$ cat src/rtl/regfile_wb_arbiter.sv
// rtl/regfile_wb_arbiter.sv - register-file write-port arbiter with multi-cycle busy scoreboard
//
// Purpose:
//   Merges the in-order l3 writeback and out-of-band multi-cycle (mul/div)
//   results onto the single register-file write port. The pipeline write
//   always wins; a colliding multi-cycle result is parked in a 1-entry buffer.
//   A per-register busy scoreboard stalls decode (l2) on RAW/WAW hazards
//   against outstanding multi-cycle destinations.
//
// Ports:
//   clk, rst                      clock, synchronous active-high reset
//   pipe_we/pipe_rd/pipe_wdata    l3 writeback request
//   mc_issue/mc_issue_rd          multi-cycle op dispatch (marks rd busy)
//   mc_valid/mc_rd/mc_wdata       multi-cycle result, mc_ready accepts it
//   rs1_l2/rs2_l2/rd_l2/rd_we_l2  decode operand indices, stall_l2 out
//   hold_req                      ask upstream for writeback bubbles
//   wr_en/wr_rd/wr_data           register-file write port

module regfile_wb_arbiter #(
    parameter int XLEN       = 32,
    parameter int NREG       = 32,
    parameter int STARVE_MAX = 4
) (
    input  logic            clk,
    input  logic            rst,
    input  logic            pipe_we,
    input  logic [4:0]      pipe_rd,
    input  logic [XLEN-1:0] pipe_wdata,
    input  logic            mc_issue,
    input  logic [4:0]      mc_issue_rd,
    input  logic            mc_valid,
    input  logic [4:0]      mc_rd,
    input  logic [XLEN-1:0] mc_wdata,
    output logic            mc_ready,
    input  logic [4:0]      rs1_l2,
    input  logic [4:0]      rs2_l2,
    input  logic [4:0]      rd_l2,
    input  logic            rd_we_l2,
    output logic            stall_l2,
    output logic            hold_req,
    output logic            wr_en,
    output logic [4:0]      wr_rd,
    output logic [XLEN-1:0] wr_data
);

    typedef enum logic {
        S_IDLE = 1'b0,
        S_HOLD = 1'b1
    } state_t;

    localparam logic [3:0] STARVE_LIM = 4'(STARVE_MAX);

    state_t          state_q, state_d;
    logic [4:0]      buf_rd_q, buf_rd_d;
    logic [XLEN-1:0] buf_data_q, buf_data_d;
    logic [3:0]      starve_q, starve_d;
    logic            hold_req_q, hold_req_d;
    logic [NREG-1:0] busy_q, busy_d;

    logic            pipe_w;
    logic            clr_en;
    logic [4:0]      clr_rd;
    logic            issue_set;
    logic [31:0]     busy_w;

    assign pipe_w    = pipe_we && (pipe_rd != 5'd0);
    assign issue_set = !rst && mc_issue && (mc_issue_rd != 5'd0);
    assign hold_req  = hold_req_q;

    // Zero-extended view of the scoreboard so any 5-bit index can be looked up
    // even when NREG < 32; entry 0 is never busy.
    always_comb begin
        busy_w = '0;
        for (int i = 1; i < NREG; i++) begin
            busy_w[i] = busy_q[i];
        end
    end

    // Arbitration FSM: next state, buffer capture and write-port drive.
    always_comb begin
        state_d    = state_q;
        buf_rd_d   = buf_rd_q;
        buf_data_d = buf_data_q;
        starve_d   = starve_q;
        hold_req_d = hold_req_q;
        mc_ready   = 1'b0;
        wr_en      = 1'b0;
        wr_rd      = 5'd0;
        wr_data    = '0;
        clr_en     = 1'b0;
        clr_rd     = 5'd0;

        if (!rst) begin
            case (state_q)
                S_IDLE: begin
                    mc_ready = 1'b1;
                    if (pipe_w) begin
                        wr_en   = 1'b1;
                        wr_rd   = pipe_rd;
                        wr_data = pipe_wdata;
                        // Result to x0 is simply dropped, never buffered.
                        if (mc_valid && (mc_rd != 5'd0)) begin
                            buf_rd_d   = mc_rd;
                            buf_data_d = mc_wdata;
                            starve_d   = 4'd0;
                            state_d    = S_HOLD;
                        end
                    end else if (mc_valid && (mc_rd != 5'd0)) begin
                        wr_en   = 1'b1;
                        wr_rd   = mc_rd;
                        wr_data = mc_wdata;
                        clr_en  = 1'b1;
                        clr_rd  = mc_rd;
                    end
                end
                S_HOLD: begin
                    if (pipe_w) begin
                        wr_en   = 1'b1;
                        wr_rd   = pipe_rd;
                        wr_data = pipe_wdata;
                        if (starve_q < STARVE_LIM) begin
                            starve_d = starve_q + 4'd1;
                        end
                        // Registered, so hold_req shows the cycle after the
                        // counter reaches its limit.
                        hold_req_d = (starve_d >= STARVE_LIM);
                    end else begin
                        wr_en      = 1'b1;
                        wr_rd      = buf_rd_q;
                        wr_data    = buf_data_q;
                        clr_en     = 1'b1;
                        clr_rd     = buf_rd_q;
                        starve_d   = 4'd0;
                        hold_req_d = 1'b0;
                        state_d    = S_IDLE;
                    end
                end
                default: begin
                    state_d = S_IDLE;
                end
            endcase
        end
    end

    // Scoreboard update: clear on writeback, then set on issue so that an
    // issue to the register being retired in the same cycle stays busy.
    always_comb begin
        busy_d = busy_q;
        for (int i = 1; i < NREG; i++) begin
            if (clr_en && (clr_rd == 5'(i))) begin
                busy_d[i] = 1'b0;
            end
            if (issue_set && (mc_issue_rd == 5'(i))) begin
                busy_d[i] = 1'b1;
            end
        end
        busy_d[0] = 1'b0;
    end

    // Decode hazard check, including a destination being issued this cycle.
    always_comb begin
        stall_l2 = 1'b0;
        if (!rst) begin
            stall_l2 = busy_w[rs1_l2] || busy_w[rs2_l2] || (rd_we_l2 && busy_w[rd_l2]);
            if (issue_set) begin
                if ((mc_issue_rd == rs1_l2) || (mc_issue_rd == rs2_l2) ||
                    (rd_we_l2 && (mc_issue_rd == rd_l2))) begin
                    stall_l2 = 1'b1;
                end
            end
        end
    end

    always_ff @(posedge clk) begin
        if (rst) begin
            state_q    <= S_IDLE;
            buf_rd_q   <= 5'd0;
            buf_data_q <= '0;
            starve_q   <= 4'd0;
            hold_req_q <= 1'b0;
            busy_q     <= '0;
        end else begin
            state_q    <= state_d;
            buf_rd_q   <= buf_rd_d;
            buf_data_q <= buf_data_d;
            starve_q   <= starve_d;
            hold_req_q <= hold_req_d;
            busy_q     <= busy_d;
        end
    end

    // A destination may only be re-issued once its previous result retires;
    // retiring in the same cycle counts as free.
    a_issue_not_busy: assert property (@(posedge clk) disable iff (rst)
        (mc_issue && (mc_issue_rd != 5'd0)) |->
            (!busy_w[mc_issue_rd] || (clr_en && (clr_rd == mc_issue_rd))));

    a_no_x0_write: assert property (@(posedge clk) wr_en |-> (wr_rd != 5'd0));

endmodule

$ cat config.mk
export PLATFORM = sky130hd
export DESIGN_NAME = regfile_wb_arbiter
export DESIGN_NICKNAME = d
export VERILOG_FILES = /design/src/rtl/regfile_wb_arbiter.sv
export SDC_FILE = /design/constraint.sdc
export NUM_CORES = 1
export LEC_CHECK = 0
export CORE_ASPECT_RATIO = 2
export CORE_UTILIZATION = 30
export CTS_CLUSTER_SIZE = 8
export DETAILED_ROUTE_END_ITERATION = 8
export GPL_TIMING_DRIVEN = 1
export HOLD_SLACK_MARGIN = 0.1
export SETUP_SLACK_MARGIN = 0.1
export SLEW_MARGIN = 20
export SYNTH_ARGS = -nofsm -noshare
export SYNTH_HDL_FRONTEND = slang
export SYNTH_SLANG_ARGS = --single-unit
$ cat constraint.sdc
create_clock -name clk -period 3.1 [get_ports clk]
set_clock_uncertainty 0.2 [all_clocks]
set_input_delay 0.465 -clock clk [delete_from_list [all_inputs] [get_ports clk]]
set_output_delay 0.465 -clock clk [all_outputs]
set_load 0.05 [all_outputs]
==> run metrics <==
num rows between 60 and 70; status complete, no violations; final cell count without fillers 992; post-route cell area 0.00839 mm²; number of synthesized register bits 74; kind of critical path input port to output port; fin crit share 0.964; Max VDD drop 0.000279 V; power density cells 377 mW/mm²; actual transition at the worst max-transition pin 0.684 ns; clk buf depth 2; drt wl/cell 19.8 µm; nets 886; Max Cap Viol 0; most frequent cells in the layout 121 x nand2_1, 82 x clkdlybuf4s50_1, 79 x a21oi_1; number of distinct library cells after synthesis 57; RSZ-0062 raised after global routing true; Buffers & Inverters on Critical Path 3; die area 0.0166 mm²; CP max stage delay about 0.47 ns; crit path launch type input port; Ports around 140; Worst Hold Class register to register; vias in the first global route 5937; estimated wirelength of the detail-placed design 14200 µm; NetSw a little over 0.9 mW; Post-synth EDFFs 0; Die X 91.7 µm; post-synthesis sequential area ratio 0.307; CTS sink cnt 74; clock latency on the worst-skew pair 0.33 ns; DRC 0; Mapped Nets 711; layout cells sized above 1 0.313; Final Max Slew Viols 0; routed vias 5546; vias per inst 5.59; Root Buffer Master clkbuf_16; most common library cell in the layout ignoring fill and taps nand2_1; post-route setup TNS 0 ns; antenna violations before repair 1; post-layout min period 2.99 ns; FFs w/ async S/R, synth 0; Post-Place Cells 955; Starting DRT DRC Count 248; Gate power share 0.305; global placer's final weighted congestion approximately 0.93; Post-synth top flop dfxtp_1; global-route wire length before repair 29600 µm; clk slew on worst S/H paths ~0.060 ns; core area around 0.016 mm²; Fmax 0.335 GHz; hold_ws 0.262 ns; Fill cells 1476; GR Overflow Total 0; Leak between 3 and 4 nW; Final Setup Violations 0; Worst Path Required 2.43 ns; Warnings, synthesis 0; Pwr Total 3.16 mW; crit-path max FO 4; Num CTS Buffers 9; Net Sw Frac 0.292; Post-Syn Area per Cell 7.91 µm²; H-tree levels 3; Power Internal 2.24 mW; Initial Util 0.306; Post-Route WL a little under 20000 µm; CTS hold repair buffers 0; Post-DRT Antenna Nets 0; largest net degree at the start of global routing 66; Layout area overhead 73.7%; drt first pass iters 5; critical path arrival 2.32 ns; CP endpoint kind output port; sequential power share 0.318; critical-path cell list clkdlybuf4s15_2 -> buf_4 -> mux4_1 -> mux2i_1 -> mux4_2 -> nand2b_4 -> a41oi_4 -> buf_12; Clock power frac 0.377; Cell Area, Placed 0.00732 mm²; die height 181 µm; All-Layer GR Usage 0.228; Slowest cell on crit path mux4_2; IO buf count 140; Fin. Hold Viols 0; crit-path leading delay family multiplexers; Post-Syn Area 0.00483 mm²; slew margin rel. 0.542; CTS tree done; Synth Instances 610
-- routing by layer --
metal | vias to the layer above | part of all wire | GRT usage
met5 | - | 0 | 0
met4 | 0 | 0.067 | 0.164
met3 | 65 | 0.043 | 0.0348
met2 | 221 | 0.58 | 0.450
met1 | 2668 | 0.32 | 0.201
li1 | 2592 | - | -
-- flip-flops by register name (all words and copies together) (netlist names) --
register    count
busy_q         31
state_q         1
hold_req        1
starve_q        4
buf_data_q     32
buf_rd_q        5
-- cell families after synthesis --
family / synth area share
fa+ha+maj: 0.00259
simple gates: 0.242
xor+xnor: 0.0290
mux: 0.136
compound gates: 0.224
buf+inv: 0.0601
flops: 0.307
-- final cells by class --
type                       instances  area, µm²  area share
antenna                            1       2.50    0.000298
clock buffer                      10        229      0.0273
clock inverter                     6        115      0.0137
inverter                           6       22.5     0.00269
multi-input combinational        473       3640       0.434
sequential                        74       1490       0.178
tap                              201        251      0.0300
timing repair buffer             221       2640       0.315
-- path summary, 6_finish.rpt --
| check | start | endpoint | slack, ns | depth (start not counted) |
|---|---|---|---|---|
| setup reg to reg | state_q | busy_q[13] | 0.89 | 6 |
| hold reg to reg | buf_rd_q[0] | buf_rd_q[0] | 0.26 | 2 |
| setup / recovery | rd_l2[0] | stall_l2 | 0.11 | 8 |
| hold / removal | buf_rd_q[0] | buf_rd_q[0] | 0.26 | 2 |
-- power by group through the flow --
stage	Combinational, mW	Sequential [mW]	Clock (mW)
2_1_floorplan	0.420	1.01	0
3_3_place_gp	0.839	1.02	0
3_5_place_dp	0.848	1.02	0
4_1_cts	0.920	1.01	1.21
5_1_grt	1.01	1.01	1.26
6_report	0.963	1.01	1.19
-- tightest hold or removal path, cell delays in order (launching register included) --
cell     delay (ns)
dfxtp_1        0.31
nand2_1        0.05
a21oi_1        0.05
-- synth_stat cells (3+ instances only) --
library cell | n | area share
a2111oi_0 | 3 | 0.0054
a21oi_1 | 80 | 0.083
a221oi_1 | 35 | 0.064
and3b_1 | 5 | 0.0091
buf_1 | 3 | 0.0023
buf_2 | 12 | 0.012
clkbuf_1 | 37 | 0.029
dfxtp_1 | 74 | 0.31
inv_1 | 6 | 0.0047
mux2_2 | 4 | 0.0093
mux2i_1 | 16 | 0.033
mux4_1 | 6 | 0.033
mux4_2 | 13 | 0.061
nand2_1 | 121 | 0.094
nand3_1 | 5 | 0.0052
nand3b_1 | 5 | 0.0078
nand4b_1 | 9 | 0.016
nor2_1 | 44 | 0.034
nor2b_1 | 3 | 0.0039
nor3_1 | 36 | 0.037
nor3b_1 | 5 | 0.0078
o21ai_0 | 8 | 0.0083
o21ai_1 | 23 | 0.024
xnor2_1 | 7 | 0.013
xor2_1 | 9 | 0.016
-- stage by stage --
| stage | setup WS, ns | utilization |
|---|---|---|
| after CTS | 0.0859 | 0.516 |
| after detailed placement | -0.314 | 0.464 |
| final | 0.113 | 0.531 |
| after floorplan | 0.0869 | - |
| after global placement | -0.269 | 0.464 |
| after global routing | 0.0631 | 0.531 |
-- what timing repair did --
item | CTS | global route
setup endpoints to repair | 34 | 33
setup buffers | 7 | 8
pin swaps | 12 | 27
gates cloned | 1 | 4
resized for setup | 83 | 24
(Power assumes the default switching activity.)
